**src/rtl/bus_slave_port_arbiter_if.sv**
```systemverilog
// Bundle of the N-master request side and the single slave-side BUS port of one slave arbiter.
// master: drives requests and the slave response (masters + slave model); slave: the arbiter.
interface bus_slave_port_arbiter_if #(
    parameter int N_MASTERS = 4,
    parameter int Nr        = 32
);
    logic [N_MASTERS-1:0]    m_req;
    logic [N_MASTERS*Nr-1:0] m_addr;
    logic [N_MASTERS-1:0]    m_cmd;
    logic [N_MASTERS*Nr-1:0] m_wdata;
    logic [N_MASTERS-1:0]    m_ack;
    logic [N_MASTERS*Nr-1:0] m_rdata;
    logic                    s_req;
    logic [Nr-1:0]           s_addr;
    logic                    s_cmd;
    logic [Nr-1:0]           s_wdata;
    logic                    s_ack;
    logic [Nr-1:0]           s_rdata;

    // Handshake: a master holds req/addr/cmd/wdata until its one-cycle m_ack; dropping req
    // before that aborts. The slave answers a held s_req with a one-cycle s_ack (rdata valid with it).
    modport master (
        output m_req, m_addr, m_cmd, m_wdata, s_ack, s_rdata,
        input  m_ack, m_rdata, s_req, s_addr, s_cmd, s_wdata
    );
    modport slave (
        input  m_req, m_addr, m_cmd, m_wdata, s_ack, s_rdata,
        output m_ack, m_rdata, s_req, s_addr, s_cmd, s_wdata
    );
endinterface

```
**src/rtl/bus_slave_port_arbiter.sv**
```systemverilog
// Per-slave round-robin arbiter: grants one address-matching master at a time to the slave port
// and routes the slave's ack/rdata back to that master only.
module bus_slave_port_arbiter #(
    parameter  int N_MASTERS = 4,
    parameter  int SLAVE_ID  = 0,
    parameter  int Nr        = 32,
    localparam int GW        = $clog2(N_MASTERS)
) (
    input  logic                          clk,
    input  logic                          rst,
    bus_slave_port_arbiter_if.slave       bus,
    output logic [GW-1:0]                 gnt_o,
    output logic                          busy_o
);
    typedef enum logic {IDLE, BUSY} state_t;

    state_t          state_q, state_d;
    logic [GW-1:0]   gnt_q, gnt_d;
    logic [GW-1:0]   rr_ptr_q, rr_ptr_d;

    logic [N_MASTERS-1:0] hit;
    logic                 pick_valid;
    logic [GW-1:0]        pick_idx;
    logic [GW:0]          cand;
    logic [GW-1:0]        gnt_nxt;

    always_comb begin
        for (int i = 0; i < N_MASTERS; i++) begin
            hit[i] = bus.m_req[i] && (bus.m_addr[i*Nr + Nr - 2 +: 2] == 2'(SLAVE_ID));
        end
    end

    // Scan downwards so the hit closest to rr_ptr (cyclically) is the one left in pick_idx.
    always_comb begin
        pick_valid = 1'b0;
        pick_idx   = '0;
        cand       = '0;
        for (int k = N_MASTERS - 1; k >= 0; k--) begin
            cand = {1'b0, rr_ptr_q} + (GW+1)'(k);
            if (cand >= (GW+1)'(N_MASTERS)) cand = cand - (GW+1)'(N_MASTERS);
            if (hit[cand[GW-1:0]]) begin
                pick_valid = 1'b1;
                pick_idx   = cand[GW-1:0];
            end
        end
    end

    assign gnt_nxt = (gnt_q == GW'(N_MASTERS - 1)) ? '0 : gnt_q + 1'b1;

    always_comb begin
        state_d  = state_q;
        gnt_d    = gnt_q;
        rr_ptr_d = rr_ptr_q;
        case (state_q)
            IDLE: begin
                if (pick_valid) begin
                    gnt_d   = pick_idx;
                    state_d = BUSY;
                end
            end
            BUSY: begin
                // Completion and abort both hand top priority to the next master in line.
                if (bus.s_ack || !bus.m_req[gnt_q]) begin
                    rr_ptr_d = gnt_nxt;
                    state_d  = IDLE;
                end
            end
            default: state_d = IDLE;
        endcase
    end

    always_ff @(posedge clk or posedge rst) begin
        if (rst) begin
            state_q  <= IDLE;
            gnt_q    <= '0;
            rr_ptr_q <= '0;
        end else begin
            state_q  <= state_d;
            gnt_q    <= gnt_d;
            rr_ptr_q <= rr_ptr_d;
        end
    end

    // Slave-side and return paths are combinational from the grant so ack returns in the same cycle.
    always_comb begin
        bus.s_req   = 1'b0;
        bus.s_addr  = '0;
        bus.s_cmd   = 1'b0;
        bus.s_wdata = '0;
        bus.m_ack   = '0;
        bus.m_rdata = '0;
        if (state_q == BUSY) begin
            bus.s_req   = bus.m_req[gnt_q];
            bus.s_addr  = bus.m_addr[gnt_q*Nr +: Nr];
            bus.s_cmd   = bus.m_cmd[gnt_q];
            bus.s_wdata = bus.m_wdata[gnt_q*Nr +: Nr];
            if (bus.s_ack) begin
                bus.m_ack[gnt_q]             = 1'b1;
                bus.m_rdata[gnt_q*Nr +: Nr]  = bus.s_rdata;
            end
        end
    end

    assign gnt_o  = gnt_q;
    assign busy_o = (state_q == BUSY);
endmodule

```
**src/flat_wrapper.sv**
```systemverilog
// flat-port wrapper written by rule: the top's interface ports become plain ports
module bus_slave_port_arbiter_flat 
#(
    parameter  int N_MASTERS = 4,
    parameter  int SLAVE_ID  = 0,
    parameter  int Nr        = 32,
    localparam int GW        = $clog2(N_MASTERS)
)
  (clk, rst, gnt_o, busy_o, bus_m_req, bus_m_addr, bus_m_cmd, bus_m_wdata, bus_s_ack, bus_s_rdata, bus_m_ack, bus_m_rdata, bus_s_req, bus_s_addr, bus_s_cmd, bus_s_wdata);
  bus_slave_port_arbiter_if #(.N_MASTERS(N_MASTERS), .Nr(Nr)) bus_i ();
  input  logic clk;
  input  logic rst;
  output logic [GW-1:0] gnt_o;
  output logic busy_o;
  input wire logic [$bits(bus_i.m_req)-1:0] bus_m_req;
  input wire logic [$bits(bus_i.m_addr)-1:0] bus_m_addr;
  input wire logic [$bits(bus_i.m_cmd)-1:0] bus_m_cmd;
  input wire logic [$bits(bus_i.m_wdata)-1:0] bus_m_wdata;
  input wire logic [$bits(bus_i.s_ack)-1:0] bus_s_ack;
  input wire logic [$bits(bus_i.s_rdata)-1:0] bus_s_rdata;
  output wire logic [$bits(bus_i.m_ack)-1:0] bus_m_ack;
  output wire logic [$bits(bus_i.m_rdata)-1:0] bus_m_rdata;
  output wire logic [$bits(bus_i.s_req)-1:0] bus_s_req;
  output wire logic [$bits(bus_i.s_addr)-1:0] bus_s_addr;
  output wire logic [$bits(bus_i.s_cmd)-1:0] bus_s_cmd;
  output wire logic [$bits(bus_i.s_wdata)-1:0] bus_s_wdata;
  assign bus_i.m_req = bus_m_req;
  assign bus_i.m_addr = bus_m_addr;
  assign bus_i.m_cmd = bus_m_cmd;
  assign bus_i.m_wdata = bus_m_wdata;
  assign bus_i.s_ack = bus_s_ack;
  assign bus_i.s_rdata = bus_s_rdata;
  assign bus_m_ack = bus_i.m_ack;
  assign bus_m_rdata = bus_i.m_rdata;
  assign bus_s_req = bus_i.s_req;
  assign bus_s_addr = bus_i.s_addr;
  assign bus_s_cmd = bus_i.s_cmd;
  assign bus_s_wdata = bus_i.s_wdata;
  bus_slave_port_arbiter #(.N_MASTERS(N_MASTERS), .SLAVE_ID(SLAVE_ID), .Nr(Nr)) u_core (.clk(clk), .rst(rst), .bus(bus_i), .gnt_o(gnt_o), .busy_o(busy_o));
endmodule
```
**config.mk**
```make
export PLATFORM = sky130hd
export DESIGN_NAME = bus_slave_port_arbiter_flat
export DESIGN_NICKNAME = d
export VERILOG_FILES = /design/src/rtl/bus_slave_port_arbiter_if.sv /design/src/rtl/bus_slave_port_arbiter.sv /design/src/flat_wrapper.sv
export SDC_FILE = /design/constraint.sdc
export NUM_CORES = 1
export LEC_CHECK = 0
export ABC_AREA = 1
export ABC_CLOCK_PERIOD_IN_PS = 3750
export CAP_MARGIN = 5
export CORE_AREA = 4 4 190 192
export DETAILED_ROUTE_END_ITERATION = 8
export DIE_AREA = 0 0 194 196
export SYNTH_ARGS = -nofsm -noshare
export SYNTH_HDL_FRONTEND = slang
export SYNTH_SLANG_ARGS = --single-unit
export TNS_END_PERCENT = 30
```
**constraint.sdc**
```tcl
create_clock -name clk -period 3.75 [get_ports clk]
set_input_delay 0.375 -clock clk [delete_from_list [all_inputs] [get_ports clk]]
set_output_delay 0.375 -clock clk [all_outputs]
set_load 0.03 [all_outputs]
```
==> reports/results.ini, run 1 <==
[status]
outcome = finished, final reports clean

[finish]
area_growth_pct = 147
final_area_um2 = 9110
drive_gt1_share_pct = 8.29
final_nets = 1572
fin_util_pct = 26.5

[place]
portBuffers = 499
gp_congestion = 0.930
placed_cell_area_um2 = 9030
place_hpwl_um = 23800

[route]
drc_errors = 0
drtIter0Drc = 425
ant_nets = 0
routed_via_density = 4.20
wl_per_cell_um = 17.1
vias = 7229
firstDrtPassIters = 5
wirelength_um = 29500

[power]
power_frac_seq_pct = 3.2
p_sw_w = 0.00297
p_int_w = 0.00184
power.leakage_nw = 3.53
power.density_nw_per_um2 = 529
fin_total_pwr_w = 0.00482
power_frac_comb_pct = 93.1
power.share.clock_pct = 3.6
swShare_pct = 61.7
ir_worst_vdd_mv = 0.451

[clocking]
clock_tree.root_cell = clkbuf_16
ctsHoldBuffers = 0
cts_sinks = 5
clk_latency_ns = 0.23
cts_resized = 0
path_clk_slew_ns = 0.03
cts_tree = yes
cts_setup_buffers = 0
cts_made_buffers = 3
cts_max_level = 1
clk_path_buf_depth = 2

[timing]
finalClockSkew_ns = 0.00139
clock.fmax_mhz = 318
setup_tns_ns = 0
min_period_over_period_pct = 83.9
period_needed_ns = 3.15
worstMarginPinSlew_ns = 0.606
slew_headroom_pct = 59.5
setup_viol = 0
finalHoldViolCount = 0
rsz0062_at_grt = no
drv_slew = 0

[logic_synthesis]
synth_xor_area_share_pct = 0.237
ys_seq_area_share_pct = 3.39
ys_ff_latch = 5
synth_adder_area_share_pct = 2.04
synth_top_area_share_pct = 34.0
syn_area_um2 = 3690
yosysTopAreaCell = nor2_1
synthCells = 819
yosys_warnings = 0
synth.area.mux_share_pct = 0
avgSynthCellArea_um2 = 4.50
syn-num-nets = 1124
synth_compound_area_share_pct = 27.3
synthSimpleGateAreaFrac_pct = 53.0
ys_top_cells_by_area = nor2_1 (34%), o21ai_0 (18%), a21oi_1 (9.0%)
ys_types = 21
synth_top_family_by_area = simple AND/OR/NAND/NOR gates

[global_route]
antenna_found_initial = 3
grt_max_degree = 87
grt_first_pass_wirelength_um = 43600
grt.total_usage_pct = 14.2
grt_overflow = 0
grt_pass1_vias = 7381

[worst_setup_path]
critical_path_class = flop to output port
critPathCaptureType = output port
path_max_fanout = 42
slowest_delay_ns = 0.70
crit_required_ns = 3.38
crit_top_cell = nor2_1
cp_cell_sequence = buf_12 -> buf_4 -> nor2_1 -> nor2_1 -> o21ai_0 -> a21oi_1 -> clkdlybuf4s50_1
cp_slowest_cell = clkdlybuf4s50_1
crit_path_start_kind = flop
arrival_ns = 2.77

[floorplan]
die_width_um = 194
start_util_pct = 10.7
row_count = 68
die-area_um2 = 38000
coreArea_um2 = 34400
die_y_um = 196
io_pins = 500

[hold_path]
hold_path_class = input pin to asynchronous set/reset pin

[run]
drv_cap = 0

routing by layer:
| metal | vias up | GRT usage, % | share of wire [%] |
|---|---|---|---|
| li1 | 3555 | - | - |
| met1 | 3220 | 16.7 | 40 |
| met2 | 399 | 25.3 | 48 |
| met3 | 51 | 3.66 | 8.2 |
| met4 | 4 | 4.53 | 3.3 |
| met5 | - | 0 | 0.075 |
path summary, 6_finish.rpt:
| kind | start | to | slack, ns | cells past startpoint |
|---|---|---|---|---|
| setup / recovery | u_core.gnt_o[0] | bus_s_wdata[10] | 0.60 | 7 |
| hold / removal | rst | u_core.rr_ptr_q[1] | 0.37 | 2 |
| setup reg to reg | u_core.gnt_o[0] | u_core.rr_ptr_q[0] | 1.67 | 9 |
| hold reg to reg | u_core.rr_ptr_q[1] | u_core.rr_ptr_q[1] | 0.62 | 2 |
| max in group asynchronous | rst | u_core.gnt_o[0] | 3.16 | 2 |
| min in group clk | u_core.rr_ptr_q[1] | u_core.rr_ptr_q[1] | 0.62 | 2 |
Yosys cell counts (all sizes together):
| library cell | n |
|---|---|
| a21oi | 66 |
| buf | 38 |
| clkbuf | 38 |
| dfrtp | 5 |
| ha | 6 |
| inv | 50 |
| nand2 | 33 |
| nand3 | 48 |
| nand3b | 1 |
| nor2 | 334 |
| nor3 | 64 |
| o21ai | 133 |
| o31ai | 1 |
| or2 | 1 |
| xor2 | 1 |
power groups by stage:
| stage | Combinational (W) | Sequential, W | Clock (W) |
|---|---|---|---|
| final | 0.00449 | 0.000156 | 0.000174 |
| after global routing | 0.00486 | 0.000166 | 0.000182 |
| after CTS | 0.00452 | 0.000157 | 0.000179 |
| after detailed placement | 0.00451 | 0.000158 | 0 |
| after global placement | 0.00450 | 0.000155 | 0 |
| after floorplan | 0.00267 | 0.000140 | 0 |
cell usage in the layout (no fill, tap or decap), drive strengths merged:
cell	Yosys	routed
o31ai	1	1
dfrtp	5	5
buf	38	94
inv	50	50
nand3	48	48
a21oi	66	66
or2	1	1
nor3	64	64
nor2	334	334
nand3b	1	1
clkbuf	38	4
clkdlybuf4s50	0	425
diode	0	1
o21ai	133	133
nand2	33	33
ha	6	6
xor2	1	1
area by class of cell:
cell class	instances	area, um^2
inverter	50	190
antenna	1	2.50
clock buffer	4	78.8
multi-input combinational	688	3050
timing repair buffer	519	5100
tap	455	569
sequential	5	130
fill	3818	25300
state kept, by name (all words and copies together) (netlist names):
register,flops
u_core.busy_o,1
u_core.rr_ptr_q,2
u_core.gnt_o,2
worst max-delay path: cells and delay by family, from the launching register on:
kind,cells,cell delay (ns)
simple gates,2,0.23
compound gates,2,0.35
flops,1,0.60
buf+inv,3,1.33
cells by family after synthesis:
| group | Yosys count |
|---|---|
| xor+xnor | 1 |
| compound gates | 200 |
| simple gates | 481 |
| fa+ha+maj | 6 |
| buf+inv | 126 |
| flops | 5 |
through the flow:
step | cells | worst slack (ns) | hold slack [ns]
2_1_floorplan | 819 | 0.452 | 0.154
3_3_place_gp | 1717 | 0.846 | 0.602
3_5_place_dp | 1717 | 0.877 | 0.618
4_1_cts | 1721 | 0.626 | 0.379
5_1_grt | 1722 | 0.484 | 0.412
6_report | 1722 | 0.603 | 0.371
Power figures use the tool's default switching activity.
==> inputs of run 2 (changes only) <==
--- a/config.mk
+++ b/config.mk
@@ -6,11 +6,11 @@
 export NUM_CORES = 1
 export LEC_CHECK = 0
 export ABC_AREA = 1
-export ABC_CLOCK_PERIOD_IN_PS = 3750
+export ABC_CLOCK_PERIOD_IN_PS = 3100
 export CAP_MARGIN = 5
-export CORE_AREA = 4 4 190 192
+export CORE_AREA = 4 4 191 193
 export DETAILED_ROUTE_END_ITERATION = 8
-export DIE_AREA = 0 0 194 196
+export DIE_AREA = 0 0 195 197
 export SYNTH_ARGS = -nofsm -noshare
 export SYNTH_HDL_FRONTEND = slang
 export SYNTH_SLANG_ARGS = --single-unit
==> constraint.sdc (replaced) <==
create_clock -name clk -period 3.1 [get_ports clk]
set_input_delay 0.31 -clock clk [delete_from_list [all_inputs] [get_ports clk]]
set_output_delay 0.31 -clock clk [all_outputs]
set_load 0.03 [all_outputs]
==> run 2 against run 1 <==
Clock power grew 22%; routed wire length is essentially flat; count of clock-buffer cells in the layout is the same; first-iteration DRC count shrank 20%; critical path depth is the same; combinational power grew 22%; sequential share of layout area is essentially flat; register-to-register slack lost 0.85 ns; via count grew 0.12%; cell area grew 0.25%; die area grew 1.0%; critical endpoint is now bus_m_rdata[59]; largest cell class unchanged; largest power group unchanged.
==> reports/results.ini, run 2 (synthesis results as in run 1) <==
[route]
drc_errors = 0
routed_via_density = 4.21
wirelength_um = 29500
firstDrtPassIters = 5
wl_per_cell_um = 17.1
drtIter0Drc = 339
vias = 7238
ant_nets = 0

[power]
ir_worst_vdd_mv = 0.328
power_frac_seq_pct = 3.4
swShare_pct = 61.9
p_sw_w = 0.00364
p_int_w = 0.00224
power.density_nw_per_um2 = 643
fin_total_pwr_w = 0.00587
power.leakage_nw = 3.62
power.share.clock_pct = 3.6
power_frac_comb_pct = 93.0

[finish]
layout_commonest_cell = clkdlybuf4s50_1
multi_input_area_um2 = 3050
layout_common_cells = clkdlybuf4s50_1 (387), nor2_1 (334), o21ai_0 (132), buf_4 (110), a21oi_1 (66)
drive_gt1_share_pct = 11.2
regArea_um2 = 130
n_fill_cell = 3871
area_growth_pct = 148
final_nets = 1571
stdcell_count = 1721
fin_util_pct = 26.5

[timing]
period_needed_ns = 2.92
rsz0062_at_grt = no
finalClockSkew_ns = 0.00161
setup_viol = 0
setup_ws_ns = 0.176
min_period_over_period_pct = 94.3
clock.fmax_mhz = 342
worstMarginPinSlew_ns = 0.602
slew_headroom_pct = 59.9
drv_slew = 0
finalHoldViolCount = 0

[global_route]
grt.total_usage_pct = 13.8
antenna_found_initial = 2
grt_pass1_vias = 7449
grt_overflow = 0
grt_first_pass_wirelength_um = 42600
grt_max_degree = 85

[run]
drv_cap = 0

[hold_path]
hold_path_class = input pin to asynchronous set/reset pin

[floorplan]
die_y_um = 197
die_width_um = 195
start_util_pct = 10.7
row_count = 68
io_pins = 500
die-area_um2 = 38400
coreArea_um2 = 34500

[clocking]
ctsHoldBuffers = 0
clk_path_buf_depth = 2
cts_tree = yes
cts_setup_buffers = 0
cts_made_buffers = 3
cts_resized = 0
clock_tree.root_cell = clkbuf_16
clk_latency_ns = 0.23
cts_sinks = 5
cts_max_level = 1
path_clk_slew_ns = 0.03

[place]
dp_worst_setup_slack_ns = 0.412
place_hpwl_um = 23800
dp.cells = 1716
gp_congestion = 0.895
portBuffers = 499

[worst_setup_path]
critPathCaptureType = output port
cp_cell_sequence = inv_4 -> ha_1 -> inv_1 -> buf_4 -> nand3_1 -> nor2_1 -> clkdlybuf4s50_1
crit_path_start_kind = flop
crit_required_ns = 2.79
cp_slowest_cell = clkdlybuf4s50_1
path_max_fanout = 32
slowest_delay_ns = 0.70
arrival_ns = 2.61
critical_path_class = flop to output port

[status]
outcome = finished, final reports clean

-- run 2: cell type report --
cell class | count | share of cell area [%]
Timing Repair Buffer | 518 | 56.0
Multi-Input combinational cell | 688 | 33.3
Tap cell | 455 | 6.23
Inverter | 50 | 2.08
Sequential cell | 5 | 1.42
Clock buffer | 4 | 0.863
Antenna cell | 1 | 0.0274
-- run 2: through the flow --
| stage | area [um^2] | hold WS [ns] | TNS, ns |
|---|---|---|---|
| detailed placement | 9060 | 0.550 | 0 |
| finish | 9140 | 0.313 | 0 |
| floorplan | 3690 | 0.0885 | -3.98 |
| global route | 9140 | 0.358 | 0 |
| global placement | 9060 | 0.551 | 0 |
| CTS | 9140 | 0.320 | 0 |
-- run 2: power groups by stage --
| stage | clock network, W | logic, W | registers (W) |
|---|---|---|---|
| floorplan | 0 | 0.00323 | 0.000169 |
| global placement | 0 | 0.00549 | 0.000196 |
| CTS | 0.000217 | 0.00553 | 0.000198 |
| detailed placement | 0 | 0.00552 | 0.000198 |
| global route | 0.000223 | 0.00593 | 0.000205 |
| finish | 0.000213 | 0.00547 | 0.000197 |
-- run 2: final timing paths --
kind	start	to	slack [ns]	cells past startpoint
max in group asynchronous	rst	u_core.gnt_o[0]	2.57	2
min in group clk	u_core.rr_ptr_q[1]	u_core.rr_ptr_q[1]	0.61	2
min reg2reg	u_core.rr_ptr_q[1]	u_core.rr_ptr_q[1]	0.61	2
min	rst	u_core.busy_o	0.31	2
max reg2reg	u_core.gnt_o[1]	u_core.rr_ptr_q[0]	0.82	9
max	u_core.gnt_o[0]	bus_m_rdata[59]	0.18	7
-- run 2: worst max-delay path: cells and delay by family (launching register included) --
kind	cells	cell delay, ns
AND/OR/NAND/NOR	2	0.35
buffers and inverters	4	1.20
adder cells (fa/ha/maj)	1	0.23
flip-flops	1	0.59
-- run 2: per-layer routing --
layer  track usage (%)  share of wire (%)  vias to the layer above
met5                 0                  0                        -
met1              16.4                 40                     3252
li1                  -                  -                     3552
met4              3.90                3.1                        0
met2              24.9                 49                      395
met3              3.06                7.9                       39
